[src/rtl/sl5.sv]
// sl5: registered logical shift-left-by-5 with valid/ready handshake.
// One result register stage; a new word may be accepted in the same cycle the
// held result drains, giving one word per clock.
// Optional: define SL5_STICKY_OVF_EN to add the ovf_sticky / ovf_clr ports.
module sl5 #(
  parameter int N = 32
) (
  input  logic         clk,
  input  logic         rst_n,
  input  logic         in_valid,
  output logic         in_ready,
  input  logic [N-1:0] num,
  output logic         out_valid,
  input  logic         out_ready,
  output logic [N-1:0] num32,
  output logic [4:0]   dropped,
  output logic         ovf,
  output logic         zero
`ifdef SL5_STICKY_OVF_EN
  ,
  output logic         ovf_sticky,
  input  logic         ovf_clr
`endif
);

  typedef struct packed {
    logic [N-1:0] num32;
    logic [4:0]   dropped;
    logic         ovf;
    logic         zero;
  } rsp_t;

  rsp_t rsp_d, rsp_q;
  logic accept;

  // Stage is free when empty or when its content leaves this cycle.
  assign in_ready = !out_valid || out_ready;
  assign accept   = in_valid && in_ready;

  // Result fields computed from the operand; only reach outputs via rsp_q.
  always_comb begin
    rsp_d         = '0;
    rsp_d.num32   = {num[N-6:0], 5'b00000};
    rsp_d.dropped = num[N-1:N-5];
    rsp_d.ovf     = |num[N-1:N-5];
    rsp_d.zero    = ~|num[N-6:0];
  end

  // Valid flag: set on accept, cleared when drained with nothing new behind it.
  always_ff @(posedge clk or negedge rst_n) begin
    if (!rst_n)         out_valid <= 1'b0;
    else if (accept)    out_valid <= 1'b1;
    else if (out_ready) out_valid <= 1'b0;
  end

  // Result register: loads only on accept, otherwise holds (stable under backpressure).
  always_ff @(posedge clk or negedge rst_n) begin
    if (!rst_n)      rsp_q <= '0;
    else if (accept) rsp_q <= rsp_d;
  end

  assign num32   = rsp_q.num32;
  assign dropped = rsp_q.dropped;
  assign ovf     = rsp_q.ovf;
  assign zero    = rsp_q.zero;

`ifdef SL5_STICKY_OVF_EN
  // Sticky overflow: set by any overflowing accept, which beats a same-cycle clear.
  always_ff @(posedge clk or negedge rst_n) begin
    if (!rst_n)                  ovf_sticky <= 1'b0;
    else if (accept && rsp_d.ovf) ovf_sticky <= 1'b1;
    else if (ovf_clr)            ovf_sticky <= 1'b0;
  end
`endif

endmodule

[config.mk]
export PLATFORM = sky130hd
export DESIGN_NAME = sl5
export DESIGN_NICKNAME = d
export VERILOG_FILES = /design/src/rtl/sl5.sv
export SDC_FILE = /design/constraint.sdc
export NUM_CORES = 1
export LEC_CHECK = 0
export CAP_MARGIN = 25
export CORE_UTILIZATION = 40
export CTS_CLUSTER_DIAMETER = 50
export CTS_CLUSTER_SIZE = 14
export DETAILED_ROUTE_END_ITERATION = 6
export GPL_ROUTABILITY_DRIVEN = 0
export PLACE_DENSITY = 0.79
export SLEW_MARGIN = 5
export SYNTH_ARGS = -nofsm -noshare
export SYNTH_HDL_FRONTEND = slang
export SYNTH_SLANG_ARGS = --single-unit
[constraint.sdc]
create_clock -name clk -period 1.6 [get_ports clk]
set_clock_uncertainty 0.1 [all_clocks]
set_input_delay 0.24 -clock clk [delete_from_list [all_inputs] [get_ports clk]]
set_output_delay 0.24 -clock clk [all_outputs]
set_load 0.01 [all_outputs]
# Word level (Yosys, flattened, before mapping)

Cells that the tools add are included.
W data, S select, Z words.

Flip-flop bits (word level): 35
Bits of input ports: 36
Output and inout port bits: 41
Word-level logic and storage cells: 14

Muxes and demuxes: 2
Reduce and logical (&&, ||, !) cells: 7

Operators by type and width:

| operator            | count |
|---|---|
| $reduce_or A27 Y1   | 1 |
| $reduce_or A5 Y1    | 1 |
| $logic_not A1 Y1    | 2 |
| $mux W1             | 2 |
| $reduce_bool A2 Y1  | 1 |
| $logic_and A1 B1 Y1 | 1 |
| $logic_or A1 B1 Y1  | 1 |

# Longest topological paths before layout

Gate-level depths: netlist (run 1).

Word-level depth: 4
Depth in mapped cells: 5
Gate-level depth less buffers: 4

# Worst setup path after synthesis (run 1)

Ideal clock, no wire load.

Path kind: register to register
Start: reg out_valid
End: reg rsp_q, in the netlist num32[20]
Library setup time: 0.125 ns
Arrival: 1.162 ns
Required time: 1.375 ns
Path slack: 0.213 ns
Stages on the path, launching flop included: 6
Buffers on the path: 1
Period minus slack after synthesis: 1.387 ns
Cells stage by stage: dfrtp_1 -> nor2b_4 -> inv_4 -> nand2_8 -> buf_8 -> mux2_4

Word-level cells in the longest chain between the ends: 3

RTL lines:

| item                     | line | RTL |
|---|---|---|
| start: declaration       | 13   | `output logic out_valid,` |
| start signal: assignment | 51   | `if (!rst_n) out_valid <= 1'b0;` |
| start signal: assignment | 52   | `else if (accept) out_valid <= 1'b1;` |
| start signal: assignment | 53   | `else if (out_ready) out_valid <= 1'b0;` |
| $logic_not A1 Y1         | 37   | `assign in_ready = !out_valid \|\| out_ready;` |
| $logic_or A1 B1 Y1       | 37   |  |
| via in_ready             | 11   | `output logic in_ready,` |
| $logic_and A1 B1 Y1      | 38   | `assign accept = in_valid && in_ready;` |
| end signal: assignment   | 59   | `else if (accept) rsp_q <= rsp_d;` |
| end: declaration         | 33   | `rsp_t rsp_d, rsp_q;` |

The timed path passes the listed nets, and every way through them passes these cells.
A chain may end at the register's enable or synchronous reset.

# Worst setup path after layout (run 1)

Start: reg rsp_q, in the netlist num32[29]
End: out num32[29]

RTL lines:

| item             | line | RTL |
|---|---|---|
| end: declaration | 15   | `output logic [N-1:0] num32,` |

No word-level cell between the ends.

==> results of run 1 <==
-- cell type report --
| class | count | area (sq um) |
|---|---|---|
| Inverter | 2 | 10.0 |
| Sequential cell | 35 | 876 |
| Multi-Input combinational cell | 55 | 609 |
| Timing Repair Buffer | 74 | 732 |
| Tap cell | 48 | 60.1 |
| Clock buffer | 8 | 100 |
| Fill cell | 280 | 1330 |
-- sequential cells by signal, indices dropped and copies added, names as in the netlist --
name	count
dropped	5
out_valid	1
num32	27
zero	1
ovf	1
-- per-layer routing --
metal	share of wire	global-route usage	vias to the layer above
met4	0.013	0.0833	0
met2	0.49	0.314	52
met3	0.072	0.0563	4
met5	0	0	-
li1	-	-	486
met1	0.42	0.228	529
-- kinds of logic after synthesis --
kind of cell / Yosys count / share of synthesized area
compound gates: 4 / 0.0143
buf+inv: 10 / 0.0652
flops: 35 / 0.557
mux: 32 / 0.296
other cells: 1 / 0.00238
simple gates: 14 / 0.0652
-- cells in the final DEF, fill, tap and decap left out, types with 3 or more instances in the layout --
cell type        instances
nor4_1                   6
dfrtp_1                 35
buf_4                    3
mux2_4                  28
conb_1                   5
mux2_2                   4
o21ai_0                  3
clkdlybuf4s50_1         70
clkbuf_8                 7
-- Yosys cell counts, drive strengths merged --
cell type / instances / area share
nor3: 1 / 0.0032
nor4: 6 / 0.024
dfrtp: 35 / 0.56
conb: 1 / 0.0024
nor2: 1 / 0.0024
nor2b: 1 / 0.0087
nand3: 1 / 0.0032
nand4: 1 / 0.0040
mux2: 32 / 0.30
buf: 8 / 0.059
or4: 1 / 0.0048
inv: 2 / 0.0064
o21ai: 3 / 0.0095
o31ai: 1 / 0.0048
nand2: 2 / 0.015
-- power groups by stage --
stage | combinational [W] | clock [W] | sequential [W]
after floorplan | 0.000260 | 0 | 0.00115
after global placement | 0.000686 | 0 | 0.00109
after detailed placement | 0.000702 | 0 | 0.00110
after CTS | 0.000706 | 0.000705 | 0.00108
after global routing | 0.000740 | 0.000745 | 0.00110
final | 0.000697 | 0.000686 | 0.00108
-- stage by stage --
step	std cells	cell area, sq um
6_report	222	2390
5_1_grt	222	2390
4_1_cts	222	2390
3_5_place_dp	214	2290
3_3_place_gp	214	2290
2_1_floorplan	100	1590
-- timing repair --
item,in CTS,in global routing
endpoints found under the setup margin,1,0
endpoints found under the hold margin,0,0
gates resized for setup,1,0
setup buffers,0,0
-- path summary, 6_finish.rpt --
path                       slack (ns)    endpoint  cells after the start
max                              0.06   num32[29]                      1
min                              0.27  dropped[2]                      2
max reg2reg                      0.12   num32[29]                      4
min reg2reg                      0.41   num32[31]                      1
max in group asynchronous        0.83   num32[29]                      2
min in group clk                 0.41   num32[31]                      1
==> reports/summary.md, run 1 <==
The synthesized design contains 35 register bits. TritonCTS built the clock tree. Via total after detailed routing: 1071. Share of total power in the clock network: 0.278. The tools report the total clock buffers created by CTS as 5. The leakage power figure was 1.07 nW; the worst-case setup slack after placement was -0.227 ns.

The source of the critical timing path was num32[29]. Summed over all layers, the global routing overflow is 0. The first global-routing pass estimated 5830 um of wire. After the first detailed-routing iteration, the DRC count stood at 50. The largest delay contributor family on the critical path was buffers and inverters. The power per standard cell area was 1030 nW/um^2; the post-synthesis area per instance was 16.4 sq um. In the final design database the tool counted 209 nets.

After detailed routing, the average wire length per cell comes to 16.2 um. The clock tree synthesis step divided the H-tree into 2 levels. The ratio of cells with drive above 1 in the final layout came out at 0.259. The fraction of power consumed by combinational cells was 0.283; the number of diodes was 0. The final-layout worst hold slack came out at 0.274 ns.

Along the worst path, the maximum fanout reaches 2. The floorplan step defined a core boundary enclosing 3720 sq um. The logs give 2 for the maximum buffer depth of the clock tree and 0 ns for the post-route setup TNS. The share of the cycle needed by the critical path after routing came out at 0.960. Via count of the first global-routing pass: 1167. The worst setup path is launched from a flip-flop. For the net load switching power, the log shows 0.000604 W. The tools report the source-to-sink clock delay at the later pin of the worst-skew pair as 0.28 ns. Traced cell by cell, the critical path runs through clkdlybuf4s50_1. The cell-internal power is 0.00186 W. The largest individual stage delay along the critical path comes from the cell clkdlybuf4s50_1.

Detailed placement ended at an HPWL of 2690 um. The number of antenna violations at the first check in global routing is 0, and the antenna violation net count after detailed routing is 0. Using the TritonRoute via totals, the vias-per-cell ratio works out to 4.82. The max-capacitance violation count was 0; the combined buffer and inverter count along the critical path was 1. After detailed routing, the number of remaining DRC violations is 0. Yosys printed 0 warnings. The die covers 4190 sq um. The worst path meets setup with 0.0643 ns of slack.

The run finished with clean final reports. Based on the critical path, the design can be clocked at up to 651 MHz. The clock sink count came out at 35.

Number of input and output port buffers inserted: 71. The switching portion of total power works out to 0.245. The delay contributed by the slowest stage of the critical path was 0.56 ns. For the sequential area share after synthesis, the log shows 0.557. Setup repair after global routing left no endpoint under its margin. For the distinct cell type count of the synthesized netlist, the log shows 20. The critical path is of the flip-flop to output pin type.

The final count of hold timing violations came out at 0. In this run the vertical extent of the chip is 64.7 um. IR analysis of the VDD net gives a maximum drop of 449 uV. The worst endpoint required time is 1.26 ns, and the shortest clock period the worst path allows after layout is 1.54 ns. Count of pins over their slew limit: 0. The final setup violation count came out at 0.

Overall power consumption after layout is estimated at 0.00247 W. The worst min-delay path category is input port to asynchronous set/reset pin. 77 I/O pins were placed.

The die boundary width is 64.7 um. The part of the total power dissipated in sequential elements is 0.439. The starting density of the core was 0.423. Critical path capture point type: an output pin. The tree is rooted in a clkbuf_8. The floorplan has 22 rows. Entering global routing, the biggest net connects 36 pins. The utilization of the core after routing is 0.642, and the number of iterations in the first detailed-routing pass is 3.

After technology mapping, the gate count stands at 96. Layout overhead on the synthesized area: 51.8%. The tools report the total wire length after detailed routing as 3610 um. Buffers inserted to repair hold after CTS numbered 0.

In this run the cell area of the synthesized design comes to 1570 sq um. After clock tree synthesis, the clock-pin slew on the worst setup and hold paths is 0.06 ns. The beginning of the worst register-to-register path is out_valid.

Data arrives at the worst endpoint at 1.20 ns. For the total routing resource utilization after global routing, the log shows 0.190.
(Power assumes the default switching activity.)
==> inputs of run 2 (changes only) <==
Settings changed: CORE_UTILIZATION 40 to 36, PLACE_DENSITY 0.79 to 0.76.
Clock period 1.6 ns to 1.35 ns, I/O delays scaled along.
==> run 2 against run 1 <==
Effect of this change:
- the run now ends with setup timing left
- global-route usage decreased by 2.6 points
- final area increased by 2.8%
- utilization is 4.2 points lower
- register-to-register slack got worse by 0.13 ns
- wire length down 0.11%
- largest cell class unchanged
- largest power group unchanged
- clock power is 20% higher
==> reports/summary.md, run 2 (synthesis results as in run 1) <==
The run gives 0 (unchanged) as the final count of hold timing violations. The highest ir drop seen on vdd is 736 uV (+64%). Number of diodes: 0 (unchanged). The half-perimeter wire length after detailed placement is 2570 um (-4.6%), and the worst-case setup slack after placement is -0.421 ns (-0.195 ns). The via count normalized by instance count works out to 4.61 (-4.3%). The worst min-delay path category is input port to asynchronous set/reset pin.

The logs give 2 (unchanged) for the maximum buffer depth of the clock tree and 1148 (-1.6%) for the via count of the first global-routing pass. The register clock-pin slew on the reported worst setup and hold paths was 0.07 ns (about the same). The logs give 2 (unchanged) for the H-tree depth and 1066 (-0.47%) for the via total after detailed routing. The tools report the data arrival time of the worst path as 1.06 ns (-0.14 ns). The signal on the critical path passes through nor2b_4 > inv_6 > clkbuf_2.

The number of nets in the final layout was 216 (+3.3%); the number of input and output port buffers inserted was 71 (unchanged). The placement row count came out at 23 (+4.5%). The worst path setup slack after routing is -0.00977 ns (-0.0741 ns), and the maximum fanout along the worst path is 5 (+3). Number of cells after detailed placement: 220 (+2.8%). The master of the slowest instance on the critical path was dfrtp_1. Number of antenna violations at the first check in global routing: 0 (unchanged). The logs give 0 (unchanged) for the total congestion overflow after global routing and 1.05 ns (-0.21 ns) for the worst endpoint required time. The type of the setup path with the least slack was flip-flop to output pin. The I/O pin count was 77 (unchanged); the starting density of the core was 0.385 (-0.0384).

The number of flip-flops in the largest register came out at 27 (unchanged). Combined buffer and inverter count along the critical path: 2 (+1). The number of cells in the finished layout apart from fillers was 231 (+4.1%); the clock sink count was 35 (unchanged). For the maximum number of pins on one net before global-route repair, the log shows 35 (-2.8%). The final design instance area without fill was 2450 sq um (+2.8%).

The tools report the wire length of the first global-routing pass as 5520 um (-5.3%). TritonCTS built the clock tree. The layout overhead on the synthesized area is 56.0%. The flow ran to the end, but the final reports show violations. STA classifies the critical path startpoint as a flip-flop. The final setup violation count came out at 4 (+4).

The leakage power figure is 1.18 nW (+10%). Count of filler cells inserted in the layout: 328 (+17%). Buffer cell driving the clock tree root: clkbuf_8. In the layout the commonest cells are dfrtp_1 (35), dlygate4sd2_1 (35), clkdlybuf4s50_1 (33), mux2_4 (29), clkbuf_8 (7). The power per standard cell area was 1160 nW/um^2 (+13%). The final-layout worst hold slack is 0.256 ns (-0.0176 ns), and the delay contributed by the slowest stage of the critical path is 0.38 ns (-0.18 ns). Setup repair after global routing could not meet its margin everywhere. The die boundary width was 68.1 um (+5.2%); the total clock buffers created by CTS was 5 (unchanged). Ratio of cells with drive above 1 in the final layout: 0.315 (+0.0563).

Total cell area at the placement stage: 2330 sq um (+1.7%). The shortest clock period the worst path allows after layout is 1.36 ns. The tools report the count of pins over their slew limit as 0 (unchanged).

The post-detailed-route wirelength per cell is 15.6 um (-4.0%), and the max-capacitance violation count is 0 (unchanged). The source-to-sink clock delay at the later pin of the worst-skew pair was 0.27 ns (about the same). The tools report the total routing resource utilization after global routing as 0.164 (-0.0261). The relative slew slack is 0.656. The share of the cycle needed by the critical path after routing was 1.01; the core region area was 4090 sq um (+10%). Static timing analysis puts the maximum clock frequency at 735 MHz. At the pin with the least slew margin, the transition time is 0.515 ns. The tools report the initial DRC count as 38 (-24%). The number of iterations in the first detailed-routing pass is 2 (-1). For the antenna violation net count after detailed routing, the log shows 0 (unchanged). Post-route DRC violation count: 0 (unchanged). The die area is 4640 sq um (+11%). The critical path capture point type is an output pin.

The total wire length after detailed routing was 3600 um (-0.11%). The checks that failed: setup timing. Largest delay contributor family on the critical path: flip-flops. The chip height is 68.1 um (+5.2%).
[run 2: cell types whose count changed in the layout (fill, tap and decap cells not counted), sizes merged, moves of 2 or more]
cell	before	now
nand2	2	4
clkdlybuf4s50	70	33
buf	3	8
dlygate4sd2	1	35
[run 2: timing repair]
| action | in CTS | in global routing |
|---|---|---|
| cloned | 0 | 2 |
| hold endpoints to repair | 13 | 0 |
| hold buffers | 1 | 0 |
| resized for setup | 37 | 9 |
| pin swaps | 0 | 2 |
| endpoints found under the setup margin | 69 | 34 |
| setup buffers | 0 | 0 |
[run 2: worst register-to-register path: cells and delay by family, from the launching register on]
family | cells | cell delay, ns
flops | 1 | 0.38
mux | 1 | 0.36
simple gates | 2 | 0.29
buf+inv | 1 | 0.11
[run 2: cell type report]
class | instances | area (sq um) | area share
Timing Repair Buffer | 79 | 734 | 0.299
Sequential cell | 35 | 876 | 0.357
Inverter | 2 | 12.5 | 0.00510
Multi-Input combinational cell | 57 | 668 | 0.272
Tap cell | 50 | 62.6 | 0.0255
Clock buffer | 8 | 100 | 0.0408
[run 2: per-layer routing]
metal,up-vias,global-route usage,wire length (um)
met5,-,0,0
met4,0,0.0391,6
met3,2,0.0567,229
met2,49,0.245,1660
met1,512,0.227,1700
li1,503,-,-
[run 2: power breakdown]
group | internal (W) | total (W) | switching, W
clock network | 0.000466 | 0.000822 | 0.000356
logic | 0.000460 | 0.000752 | 0.000292
registers | 0.00120 | 0.00128 | 0.0000850
total | 0.00212 | 0.00286 | 0.000733
[run 2: path summary, 6_finish.rpt]
check                          start         to  slack (ns)  cells after the start
setup reg to reg           out_valid  num32[16]       -0.01                      4
hold / removal                 rst_n  num32[13]        0.26                      2
setup / recovery           out_valid   in_ready       -0.01                      3
max in group asynchronous      rst_n        ovf        0.47                      3
min in group clk            in_valid  out_valid        0.38                      3
hold reg to reg            num32[30]  num32[30]        0.41                      1
[run 2: through the flow]
step	utilization	setup TNS, ns	power (W)
floorplan	-	-0.586	0.00167
CTS	0.587	-2.65	0.00286
finish	0.600	-0.0221	0.00286
detailed placement	0.570	-12.77	0.00214
global route	0.600	-1.26	0.00300
global placement	0.570	-11.32	0.00212
==> inputs of run 3 (changes only) <==
Settings changed: PLACE_DENSITY 0.76 to 0.82.
==> run 3 against run 2 <==
Effect of this change:
- the run now ends clean
- worst hold slack lost 0.063 ns
- first-iteration DRC count decreased by 37%
- worst setup slack better by 0.012 ns
- sequential cell count unchanged
- critical endpoint is now num32[20]
==> reports/summary.md, run 3 (synthesis results as in run 1) <==
For the total wire length after detailed routing, the log shows 3930 um (+9.1%). STA classifies the critical path startpoint as a flip-flop. The final count of hold timing violations is 0 (unchanged), and the ratio of cells with drive above 1 in the final layout is 0.311 (-0.00381). The post-detailed-route wirelength per cell was 17.1 um (+9.6%). The tools report the total congestion overflow after global routing as 0 (unchanged). The final setup violation count was 0 (-4); the layout overhead on the synthesized area was 55.1%. The logs give 4 (+2) for the number of iterations in the first detailed-routing pass and 0 (unchanged) for the count of pins over their slew limit.

The worst setup path is captured at a flip-flop. The worst endpoint required time came out at 1.41 ns (+0.36 ns). The worst min-delay path category was input port to asynchronous set/reset pin.

The maximum number of pins on one net before global-route repair is 36 (+2.9%), and the worst-case setup slack after placement is -0.408 ns (+0.0138 ns). The max-capacitance violation count is 0 (unchanged), and the number of nets in the final layout is 217 (+0.46%). The run gives 2 (unchanged) as the maximum buffer depth of the clock tree. The initial DRC count was 24 (-37%); the antenna violation net count after detailed routing was 0 (unchanged). The share of the cycle needed by the critical path after routing is 0.998 (-0.00885). The highest ir drop seen on vdd is 665 uV (-9.6%), and the utilization of the core after routing is 0.597 (-0.00337). The tools report the placement row count as 23 (unchanged). The post-cts hold buffer count was 0 (-1); the via count of the first global-routing pass was 1200 (+4.5%). TritonCTS built the clock tree.

The logs give 1124 (+5.4%) for the via total after detailed routing and 1.41 ns (+0.35 ns) for the data arrival time of the worst path. The library cells used most frequently in the layout, excluding fill and tap cells, are dfrtp_1 (35), dlygate4sd2_1 (35), clkdlybuf4s50_1 (34), mux2_4 (30), buf_4 (9). The half-perimeter wire length after detailed placement was 2780 um (+8.2%). The post-route DRC violation count is 0 (unchanged), and the slew at the pin closest to its max-slew limit is 0.505 ns (-0.00959 ns). The chip height is 68.1 um (unchanged). The tools report the register-to-register setup slack as 0.002 ns (about the same). By startpoint and endpoint, the worst setup path is classified as flip-flop to flip-flop. The source-to-sink clock delay at the later pin of the worst-skew pair is 0.27 ns (about the same).

Setup repair after global routing could not meet its margin everywhere. The root buffer cell chosen for the clock tree is clkbuf_8. The number of diodes was 0 (unchanged); the maximum fanout along the worst path was 17 (+12). The power per standard cell area is 1120 nW/um^2 (-3.7%), and the worst path setup slack after routing is 0.00218 ns (+0.0120 ns).

The logs give 1.17 nW (-0.53%) for the leakage power figure and 35 (unchanged) for the clock sink count. The logs give 77 (unchanged) for the I/O pin count and 0 (unchanged) for the number of antenna violations at the first check in global routing. The via count normalized by instance count came out at 4.89 (+5.9%). The number of input and output port buffers inserted came out at 71 (unchanged). The run gives 5 (unchanged) as the total clock buffers created by CTS. The endpoint identified for the worst register-to-register timing path is num32[20].

The number of flip-flops in the largest register came out at 27 (unchanged). The depth of the most critical reg-to-reg path was 4 (unchanged). The die area came out at 4640 sq um (unchanged). The core region area came out at 4090 sq um (unchanged). The die boundary width is 68.1 um (unchanged). The count of filler cells inserted in the layout was 335 (+2.1%); the starting density of the core was 0.385 (unchanged). The wire length of the first global-routing pass was 5750 um (+4.1%). The run gives 0.173 (+0.00920) as the total routing resource utilization after global routing. The run gives 0.663 (+0.00641) as the relative slew slack. The tools report the H-tree depth as 2 (unchanged). The shortest clock period the worst path allows after layout was 1.35 ns (-0.0120 ns). The beginning of the worst register-to-register path was out_valid. The run finished with clean final reports. The maximum operating frequency was 742 MHz (+0.89%); the register clock-pin slew on the reported worst setup and hold paths was 0.07 ns (about the same).
## run 3: timing repair
action                     4_1_cts  5_1_grt
setup endpoints to repair       69       35
setup buffers                    0        0
resized for setup               39       11
gates cloned                     0        2
pin swaps                        0        7
## run 3: area by class of cell
cell class	count	area [sq um]	share of cell area
Sequential cell	35	876	0.359
Timing Repair Buffer	80	747	0.306
Clock buffer	6	72.6	0.0297
Tap cell	50	62.6	0.0256
Inverter	2	12.5	0.00513
Multi-Input combinational cell	57	669	0.274
## run 3: worst max-delay path: stages, from the launching register on
cell and delay, ns:
dfrtp_1 0.38, nor2b_4 0.14, inv_6 0.11, nand2_8 0.15, mux2_4 0.35
## run 3: metrics by stage
step                      TNS, ns  hold slack [ns]  instances  area, sq um  total power, W
final                           0            0.194        230         2440         0.00273
after global routing        -1.46            0.200        230         2440         0.00287
after CTS                   -2.19            0.204        228         2390         0.00274
after detailed placement   -12.29            0.394        222         2350         0.00216
after global placement     -11.27            0.392        222         2350         0.00213
after floorplan            -0.586           -0.193        100         1590         0.00167
## run 3: metal layers
metal | up-vias | part of all wire | track usage
li1 | 502 | - | -
met1 | 565 | 0.40 | 0.212
met2 | 55 | 0.54 | 0.299
met3 | 2 | 0.060 | 0.0450
met4 | 0 | 0.0048 | 0.0469
met5 | - | 0 | 0
## run 3: worst max-delay path by stage
stage / startpoint / end / slack, ns / depth (start not counted)
finish: out_valid / num32[20] / 0.002 / 4
global route: out_valid / in_ready / -0.07 / 3
CTS: out_valid / num32[28] / -0.12 / 4
detailed placement: out_ready / num32[28] / -0.41 / 5
global placement: out_ready / num32[29] / -0.36 / 5
floorplan: out_valid / num32[20] / -0.03 / 5
## run 3: report_power, final
part	switching, W	total, W	internal (W)
clock network	0.000336	0.000680	0.000344
registers	0.0000876	0.00128	0.00120
logic	0.000302	0.000770	0.000468
total	0.000726	0.00273	0.00201
